**config.mk**
```make
export PLATFORM = sky130hd
export DESIGN_NAME = integral_stream_gen
export DESIGN_NICKNAME = d
export VERILOG_FILES = /design/src/rtl/integral_stream_gen.sv
export SDC_FILE = /design/constraint.sdc
export NUM_CORES = 1
export LEC_CHECK = 0
export BUFFER_PORTS_ARGS = -buffer_cell sky130_fd_sc_hd__clkbuf_2
export CAP_MARGIN = 20
export CELL_PAD_IN_SITES_DETAIL_PLACEMENT = 0
export CELL_PAD_IN_SITES_GLOBAL_PLACEMENT = 2
export CORE_ASPECT_RATIO = 1.2
export CORE_UTILIZATION = 47
export DETAILED_ROUTE_END_ITERATION = 16
export PLACE_DENSITY_LB_ADDON = 0.1
export RECOVER_POWER = 100
export SYNTH_ARGS = -nofsm -noshare
export SYNTH_HDL_FRONTEND = slang
export SYNTH_SLANG_ARGS = --single-unit
```
**constraint.sdc**
```tcl
create_clock -name Clk -period 15.8 [get_ports Clk]
set_input_delay 0.79 -clock Clk [delete_from_list [all_inputs] [get_ports Clk]]
set_output_delay 0.79 -clock Clk [all_outputs]
set_load 0.1 [all_outputs]
```
**src/rtl/integral_stream_gen.sv**
```systemverilog
// Streaming integral-image generator: one registered S(x,y) (and optional squared sum) per accepted raster pixel.
// Line buffers hold the previous row's column integrals; a result appears the cycle after its pixel is accepted.
module integral_stream_gen #(
  parameter int PIX_W = 8,
  parameter int IMG_W = 20,
  parameter int IMG_H = 20,
  parameter int SQ_EN = 1
) (
  input  logic             Clk,
  input  logic             Reset_n,
  input  logic             in_valid,
  output logic             in_ready,
  input  logic [PIX_W-1:0] in_pix,
  input  logic             in_sof,
  output logic             out_valid,
  input  logic             out_ready,
  output logic [31:0]      out_sum,
  output logic [31:0]      out_sqsum,
  output logic [8:0]       out_col,
  output logic [8:0]       out_row,
  output logic             out_eol,
  output logic             out_eof,
  output logic             frame_done,
  output logic             frame_abort
);

  localparam int NPIX  = IMG_W * IMG_H;
  localparam int SUM_W = PIX_W + $clog2(NPIX + 1);
  localparam int SQ_W  = 2 * PIX_W + $clog2(NPIX + 1);
  localparam int AW    = $clog2(IMG_W);

  generate
    if (SUM_W > 32) begin : g_sum_w_err
      $error("integral_stream_gen: SUM_W exceeds 32 bits");
    end
    if ((SQ_EN != 0) && (SQ_W > 32)) begin : g_sq_w_err
      $error("integral_stream_gen: SQ_W exceeds 32 bits");
    end
  endgenerate

  typedef enum logic [1:0] {
    ST_IDLE   = 2'd0,
    ST_ACTIVE = 2'd1,
    ST_DONE   = 2'd2
  } state_t;

  state_t           state_q, state_d;
  logic             en_q, en_d;
  logic [8:0]       col_q, col_d;
  logic [8:0]       row_q, row_d;
  logic [SUM_W-1:0] rowacc_q, rowacc_d;
  logic             out_valid_q, out_valid_d;
  logic [31:0]      out_sum_q, out_sum_d;
  logic [8:0]       out_col_q, out_col_d;
  logic [8:0]       out_row_q, out_row_d;
  logic             out_eol_q, out_eol_d;
  logic             out_eof_q, out_eof_d;
  logic             frame_done_q, frame_done_d;
  logic             frame_abort_q, frame_abort_d;

  logic             in_fire, out_fire, proc;
  logic [8:0]       cur_col, cur_row;
  logic [AW-1:0]    idx;
  logic             last_col, last_row;
  logic [SUM_W-1:0] lb_rd, row_sum, sum_new;
  logic [SUM_W-1:0] lbuf_q [IMG_W];

  // en_q keeps the input closed for the cycle right after reset.
  always_comb begin
    in_ready = 1'b0;
    if (en_q) begin
      case (state_q)
        ST_IDLE:   in_ready = 1'b1;
        ST_ACTIVE: in_ready = !out_valid_q || out_ready;
        default:   in_ready = 1'b0;
      endcase
    end
  end

  always_comb begin
    in_fire  = in_valid && in_ready;
    out_fire = out_valid_q && out_ready;
    proc     = in_fire && ((state_q == ST_ACTIVE) || ((state_q == ST_IDLE) && in_sof));
    cur_col  = in_sof ? 9'd0 : col_q;
    cur_row  = in_sof ? 9'd0 : row_q;
    idx      = cur_col[AW-1:0];
    last_col = (cur_col == 9'(IMG_W - 1));
    last_row = (cur_row == 9'(IMG_H - 1));
    lb_rd    = lbuf_q[idx];
    // Row 0 ignores the line buffer, which also masks leftovers of an aborted frame.
    row_sum  = ((cur_col == 9'd0) ? '0 : rowacc_q) + SUM_W'(in_pix);
    sum_new  = ((cur_row == 9'd0) ? '0 : lb_rd) + row_sum;

    en_d          = 1'b1;
    state_d       = state_q;
    col_d         = col_q;
    row_d         = row_q;
    rowacc_d      = rowacc_q;
    out_valid_d   = out_valid_q;
    out_sum_d     = out_sum_q;
    out_col_d     = out_col_q;
    out_row_d     = out_row_q;
    out_eol_d     = out_eol_q;
    out_eof_d     = out_eof_q;
    frame_done_d  = 1'b0;
    frame_abort_d = 1'b0;

    if (out_fire) begin
      out_valid_d = 1'b0;
    end

    if (proc) begin
      out_valid_d   = 1'b1;
      rowacc_d      = row_sum;
      out_sum_d     = 32'(sum_new);
      out_col_d     = cur_col;
      out_row_d     = cur_row;
      out_eol_d     = last_col;
      out_eof_d     = last_col && last_row;
      frame_abort_d = (state_q == ST_ACTIVE) && in_sof;
      if (last_col) begin
        col_d = 9'd0;
        row_d = last_row ? 9'd0 : cur_row + 9'd1;
      end else begin
        col_d = cur_col + 9'd1;
        row_d = cur_row;
      end
      state_d = (last_col && last_row) ? ST_DONE : ST_ACTIVE;
    end

    if ((state_q == ST_DONE) && out_fire && out_eof_q) begin
      state_d      = ST_IDLE;
      frame_done_d = 1'b1;
    end
  end

  always_ff @(posedge Clk) begin
    if (!Reset_n) begin
      state_q       <= ST_IDLE;
      en_q          <= 1'b0;
      col_q         <= '0;
      row_q         <= '0;
      rowacc_q      <= '0;
      out_valid_q   <= 1'b0;
      out_sum_q     <= '0;
      out_col_q     <= '0;
      out_row_q     <= '0;
      out_eol_q     <= 1'b0;
      out_eof_q     <= 1'b0;
      frame_done_q  <= 1'b0;
      frame_abort_q <= 1'b0;
    end else begin
      state_q       <= state_d;
      en_q          <= en_d;
      col_q         <= col_d;
      row_q         <= row_d;
      rowacc_q      <= rowacc_d;
      out_valid_q   <= out_valid_d;
      out_sum_q     <= out_sum_d;
      out_col_q     <= out_col_d;
      out_row_q     <= out_row_d;
      out_eol_q     <= out_eol_d;
      out_eof_q     <= out_eof_d;
      frame_done_q  <= frame_done_d;
      frame_abort_q <= frame_abort_d;
    end
  end

  always_ff @(posedge Clk) begin
    if (proc) begin
      lbuf_q[idx] <= sum_new;
    end
  end

  generate
    if (SQ_EN != 0) begin : g_sq
      logic [SQ_W-1:0] psq, rowsq_sum, sq_new, lbsq_rd;
      logic [SQ_W-1:0] rowsq_q, rowsq_d;
      logic [31:0]     out_sqsum_q, out_sqsum_d;
      logic [SQ_W-1:0] lbsq_q [IMG_W];

      always_comb begin
        psq         = SQ_W'(in_pix) * SQ_W'(in_pix);
        lbsq_rd     = lbsq_q[idx];
        rowsq_sum   = ((cur_col == 9'd0) ? '0 : rowsq_q) + psq;
        sq_new      = ((cur_row == 9'd0) ? '0 : lbsq_rd) + rowsq_sum;
        rowsq_d     = rowsq_q;
        out_sqsum_d = out_sqsum_q;
        if (proc) begin
          rowsq_d     = rowsq_sum;
          out_sqsum_d = 32'(sq_new);
        end
      end

      always_ff @(posedge Clk) begin
        if (!Reset_n) begin
          rowsq_q     <= '0;
          out_sqsum_q <= '0;
        end else begin
          rowsq_q     <= rowsq_d;
          out_sqsum_q <= out_sqsum_d;
        end
      end

      always_ff @(posedge Clk) begin
        if (proc) begin
          lbsq_q[idx] <= sq_new;
        end
      end

      assign out_sqsum = out_sqsum_q;
    end else begin : g_no_sq
      assign out_sqsum = 32'd0;
    end
  endgenerate

  assign out_valid   = out_valid_q;
  assign out_sum     = out_sum_q;
  assign out_col     = out_col_q;
  assign out_row     = out_row_q;
  assign out_eol     = out_eol_q;
  assign out_eof     = out_eof_q;
  assign frame_done  = frame_done_q;
  assign frame_abort = frame_abort_q;

endmodule
```
==> results.yml, run 1 <==
logic_synthesis:
  ys_ff_latch: 968
  synth_edf_count: 840
  yosys.area.top_type: "edfxtp_1"
  syn_area_mm2: 0.04277
  synth_cells: 3512
  synth_cell_types: 71
  async_reset_ff_frac: 0
  ys_seq_area_frac: 0.6496
  ys.flop_type: "edfxtp_1"
  ys.warnings.count: 0
  syn_area_per_cell_um2: 12.18
  synthTopCellsByArea: "edfxtp_1 (59%), dfxtp_1 (6.0%), nand2_1 (5.5%), a211oi_1 (3.0%), ha_1 (2.7%)"
  synth_top_area_share: 0.5897
placed_design:
  globalplace.congestion: 0.8528
  hpwlAfterDp_um: 69100
  io_buffers: 78
  pre_cts_ws_ns: 5.932
  dp_cells: 4631
worst_setup_path:
  critical-path-max-stage-delay_ns: 1.14
  cp_slowest_cell: "nand2_1"
  crit_required_ns: 16.14
  cp-start-kind: "primary input"
  path_common_cell: "inv_1"
  end_kind: "register"
  cp.arrival_ns: 11.99
  path_max_fanout: 41
  crit_type: "primary input to register"
timing:
  worstMarginPinSlew_ns: 4.566
  post-route-period-util: 0.7376
  rsz0062_at_grt: "false"
  fin_ws_ns: 4.146
  setup_viol: 0
  slew_violations: 1184
  relSlewSlack: -2.044
  finalCriticalPeriod_ns: 11.65
  hold_viol: 0
  fmax_ghz: 0.08581
  tns_ns: 0
  finClkSkew_ns: 0.02503
cells_and_area:
  multiInputGateArea_mm2: 0.01373
  fillers: 7683
  diodes: 0
  drive_gt1_frac: 0.06156
  layoutNonFillerInstCount: 4814
  final_cell_mix: "edfxtp_1 (840), nand2_1 (626), a21oi_1 (195), nor2b_1 (180), a211oi_1 (170)"
  fin_util: 0.5292
  fin_nets: 3722
  final_common_cell: "edfxtp_1"
  area.growth.synth_to_final_pct: 10.89
  ff_latch_area_mm2: 0.02779
power_and_ir_drop:
  p_total_mw: 6.114
  p_leak_nw: 16.22
  powerDensity_mw_per_mm2: 128.9
  ir_worst_vdd_mv: 0.09827
global_routing:
  grt_max_degree: 168
  grt_use_total: 0.2722
  antenna_found_initial: 2
  grt_pass1_vias: 27560
  grt_pass1_wl_um: 184000
  grt_overflow: 0
routing:
  num_vias: 28730
  via_per_inst: 5.968
  wire_per_inst_um: 26.14
  initialDrtViolationCount: 2735
  drc: 0
  first_pass_iters: 6
  ant_nets: 0
  wl_um: 125800
clock_tree:
  clk_path_buf_depth: 3
  cts_tree: "done"
  clock_latency_ns: 0.68
  cts_root_buf: "clkbuf_16"
  cts.repair.resized: 0
  h-tree-depth: 3
  cts_hold_buf: 0
  clock_sinks: 968
  cts_buffers: 97
  postCtsSetupBuffers: 0
  path_clk_slew_ns: 0.06
floorplan:
  die-area_mm2: 0.09223
  die_h_um: 332.5
  core_area_mm2: 0.08964
  num_rows: 120
  start_util: 0.4772
  ios: 101
  dieWidth_um: 277.4
flow_run:
  maxCapViolCount: 40
hold_path:
  hold_class: "register to register"
status:
  violations: "capacitance limit, slew limit"
  outcome: "finished, violations left"
## worst max-delay path, delay by kind of cell
kind / cells / cell delay, ns
adders and majority gates: 7 / 2.97
xor gates and xnor gates: 2 / 0.38
AOI/OAI and AO/OA: 7 / 1.85
and+or+nand+nor: 5 / 2.36
buffers and inverters: 9 / 3.58
## flip-flops by register name, indices dropped and copies added (netlist names)
signal        count
col_q             9
en_q              1
frame_abort       1
frame_done        1
g_sq.lbsq_q     500
g_sq.rowsq_q     25
lbuf_q          340
out_col           9
out_eof           1
out_eol           1
out_row           9
out_sqsum        25
out_sum          17
out_valid         1
row_q             9
rowacc_q         17
state_q           2
## cells in the mapped netlist, drive strengths merged, types with 65 or more instances
cell type	number
nor2b	180
clkbuf	141
nand3	65
nor2	141
inv	98
edfxtp	840
dfxtp	128
a21oi	195
o22ai	82
nand2	629
ha	94
a211oi	170
buf	95
a31oi	158
## stage by stage
step / instance area, µm² / hold slack, ns
2_1_floorplan: 42850 / 0.4317
3_3_place_gp: 44660 / 0.4379
3_5_place_dp: 44670 / 0.4430
4_1_cts: 47900 / 0.4074
5_1_grt: 47430 / 0.4597
6_report: 47430 / 0.4505
## logic make-up after synthesis
logic type,Yosys count,synth area share
mux,57,0.01512
xor+xnor,76,0.01574
other cells,1,0.00008767
simple gates,1184,0.1264
buf+inv,336,0.03273
flops,968,0.6496
fa+ha+maj,136,0.04715
compound gates,754,0.1132
## final timing paths
path,slack [ns],end,cells past startpoint,from
worst max-delay path,4.15,g_sq.lbsq_q[13][24],30,in_sof
worst min-delay path,0.45,rowacc_q[7],2,rowacc_q[7]
worst min register to register,0.45,rowacc_q[7],2,rowacc_q[7]
worst max register to register,5.52,g_sq.lbsq_q[13][24],27,col_q[1]
## per-layer routing
layer | GRT usage | vias to the layer above | wire, µm
met3 | 0.03119 | 184 | 7738
met1 | 0.3753 | 14560 | 53830
met4 | 0.08664 | 0 | 3640
met5 | 0 | - | 0
li1 | - | 12980 | -
met2 | 0.4503 | 1007 | 60640
## report_power, final
part	switching, mW	internal, mW	leakage (nW)
clock	0.987	1.36	1.57
sequential	0.0107	3.00	8.71
combinational	0.581	0.184	5.94
total	1.58	4.54	16.2
## area by class of cell
type | count | area share
clock buffer | 126 | 0.05542
tap | 1159 | 0.03057
clock inverter | 55 | 0.01253
timing repair buffer | 177 | 0.01804
sequential | 968 | 0.5859
inverter | 100 | 0.008045
multi-input combinational | 2229 | 0.2895
No activity file was read; power rests on OpenSTA's default activity.
==> run 2, diff against run 1 <==
Settings changed: ABC_AREA set to 1, CORE_UTILIZATION 47 to 43.
Clock period 15.8 ns to 11.35 ns, I/O delays scaled along.
==> run 2 against run 1 <==
The flow still finishes with violations (capacitance limit, slew limit). Area after synthesis increased by 0.48%. Clock-buffer cell count increased by 6. Critical path type unchanged. Sequential share of layout area decreased by 0.26 points. Non-clock buffer count decreased by 8. Routed wire length increased by 3.3%. Synthesized cell count increased by 9.1%. Largest power group unchanged. Power increased by 42%. Sequential power increased by 41%. Worst setup slack got worse by 2.2 ns. Final cell count increased by 9.1%. Largest cell class unchanged. Combinational power increased by 58%. Highest routed layer unchanged.
==> results.yml, run 2 <==
routing:
  wire_per_inst_um: 24.74
  wl_um: 130000
  num_vias: 29450
  ant_nets: 0
  initialDrtViolationCount: 2130
  first_pass_iters: 5
  drc: 0
  via_per_inst: 5.607
clock_tree:
  h-tree-depth: 3
  cts_tree: "done"
  clock_latency_ns: 0.70
  cts_root_buf: "clkbuf_16"
  clock_sinks: 968
  postCtsSetupBuffers: 0
  path_clk_slew_ns: 0.06
  cts.repair.resized: 0
  cts_buffers: 100
  clk_path_buf_depth: 3
  cts_hold_buf: 0
logic_synthesis:
  synth_edf_count: 840
  ys_seq_area_frac: 0.6465
  synth_cells: 3833
  yosys.area.top_type: "edfxtp_1"
  synthTopCellsByArea: "edfxtp_1 (59%), nand2_1 (7.3%), dfxtp_1 (6.0%), a21oi_1 (4.3%), ha_1 (2.7%)"
  synth_cell_types: 50
  synth.most_common_cell: "nand2_1"
  ys.flop_type: "edfxtp_1"
  syn_area_per_cell_um2: 11.21
  ys_top_cells_by_count: "nand2_1 (841), edfxtp_1 (840), a21oi_1 (366)"
  syn_area_mm2: 0.04298
  ys.warnings.count: 0
  synth_top_area_share: 0.5869
  ys_ff_latch: 968
  async_reset_ff_frac: 0
floorplan:
  die-area_mm2: 0.1012
  dieWidth_um: 290.6
  ios: 101
  start_util: 0.4355
  die_h_um: 348.3
  core_area_mm2: 0.09869
  num_rows: 126
placed_design:
  globalplace.congestion: 0.8309
  io_buffers: 78
  hpwlAfterDp_um: 74200
timing:
  setup_viol: 0
  finalCriticalPeriod_ns: 9.437
  finClkSkew_ns: 0.04896
  post-route-period-util: 0.8314
  hold_viol: 0
  worstMarginPinSlew_ns: 4.537
  relSlewSlack: -2.025
  tns_ns: 0
  slew_violations: 1181
  fmax_ghz: 0.1060
  rsz0062_at_grt: "false"
power_and_ir_drop:
  power.switching_mw: 2.377
  ir_worst_vdd_mv: 0.1431
  p_leak_nw: 17.17
  p_comb_frac: 0.139
  p_sw_frac: 0.2740
  p_clk_frac: 0.374
  intPower_mw: 6.299
  seqPwrFrac: 0.487
  powerDensity_mw_per_mm2: 182.1
worst_setup_path:
  critical-path-max-stage-delay_ns: 1.55
  path_common_cell: "nand2_1"
  cp_slowest_cell: "nand2_1"
  path_max_fanout: 47
  crit_type: "primary input to register"
  cp.arrival_ns: 9.78
  end_kind: "register"
  ff2ff_setup_slack_ns: 2.06
  crit_required_ns: 11.69
  cp-start-kind: "primary input"
global_routing:
  grt_max_degree: 168
  grt_pass1_vias: 28960
  grt_overflow: 0
  grt_pass1_wl_um: 190900
  grt_use_total: 0.2549
  antenna_found_initial: 0
cells_and_area:
  fillers: 9018
  fin_nets: 4041
  fin_util: 0.4827
  final_common_cell: "nand2_1"
  largest_register_ffs: 500
  largestRegisters: "g_sq.lbsq_q: 500 flops, lbuf_q: 340 flops"
  final_cell_mix: "nand2_1 (842), edfxtp_1 (840), a21oi_1 (366), inv_1 (282), nor2_1 (254)"
  area.growth.synth_to_final_pct: 10.84
  diodes: 0
  top_register: "g_sq.lbsq_q"
  drive_gt1_frac: 0.05740
flow_run:
  maxCapViolCount: 31
hold_path:
  hold_class: "primary input to register"
status:
  outcome: "finished, violations left"
  violations: "capacitance limit, slew limit"
run 2: critical path, delay by kind of cell:
family / cells / cell delay (ns)
xor gates and xnor gates: 2 / 0.43
and+or+nand+nor: 11 / 3.01
adders and majority gates: 7 / 3.11
AOI/OAI and AO/OA: 4 / 0.68
buffers and inverters: 9 / 1.95
run 2: final cells by class:
type / instances / area, µm² / share of cell area
clock buffer: 132 / 2684 / 0.05633
clock inverter: 50 / 529.3 / 0.01111
inverter: 293 / 1109 / 0.02327
multi-input combinational: 2360 / 13130 / 0.2755
sequential: 968 / 27790 / 0.5832
tap: 1280 / 1602 / 0.03362
timing repair buffer: 169 / 804.5 / 0.01689
run 2: cells by family (layout without fill, tap and decap cells):
logic type / after synthesis / count (layout) / synth area share
compound gates: 866 / 866 / 0.1233
xor+xnor: 79 / 79 / 0.01610
fa+ha+maj: 136 / 136 / 0.04693
buf+inv: 526 / 644 / 0.05059
flops: 968 / 968 / 0.6465
other cells: 1 / 22 / 0.00008725
simple gates: 1257 / 1257 / 0.1165
run 2: worst paths after layout:
| path | endpoint | startpoint | depth (start not counted) |
|---|---|---|---|
| setup / recovery | g_sq.lbsq_q[11][18] | in_sof | 33 |
| hold / removal | out_valid | out_ready | 4 |
| setup reg to reg | lbuf_q[15][13] | col_q[0] | 18 |
| hold reg to reg | rowacc_q[0] | rowacc_q[0] | 2 |
run 2: power groups by stage:
stage               Combinational, mW  Clock [mW]  Sequential, mW
floorplan                       0.700           0            4.39
global placement                 1.24           0            4.29
detailed placement               1.27           0            4.29
CTS                              1.28        3.31            4.21
global route                     1.34        3.43            4.23
finish                           1.21        3.24            4.23
run 2: layer usage:
layer / up-vias / global-route usage / wire length, µm
li1: 13630 / - / -
met1: 14850 / 0.3235 / 54710
met3: 185 / 0.02713 / 5739
met4: 0 / 0.08185 / 3929
met2: 781 / 0.4548 / 65580
met5: - / 0 / 0
run 2: through the flow:
step           setup slack [ns]  std cells  hold WS (ns)  area [µm²]  power [mW]
3_3_place_gp              2.145       5067        0.4421       44840       5.530
3_5_place_dp              1.904       5068        0.4483       44850       5.559
2_1_floorplan             3.408       3854        0.4300       43060       5.091
5_1_grt                   1.255       5252        0.1902       47640       9.002
6_report                  1.913       5252        0.2152       47640       8.676
4_1_cts                   2.580       5250        0.1670       48060       8.798
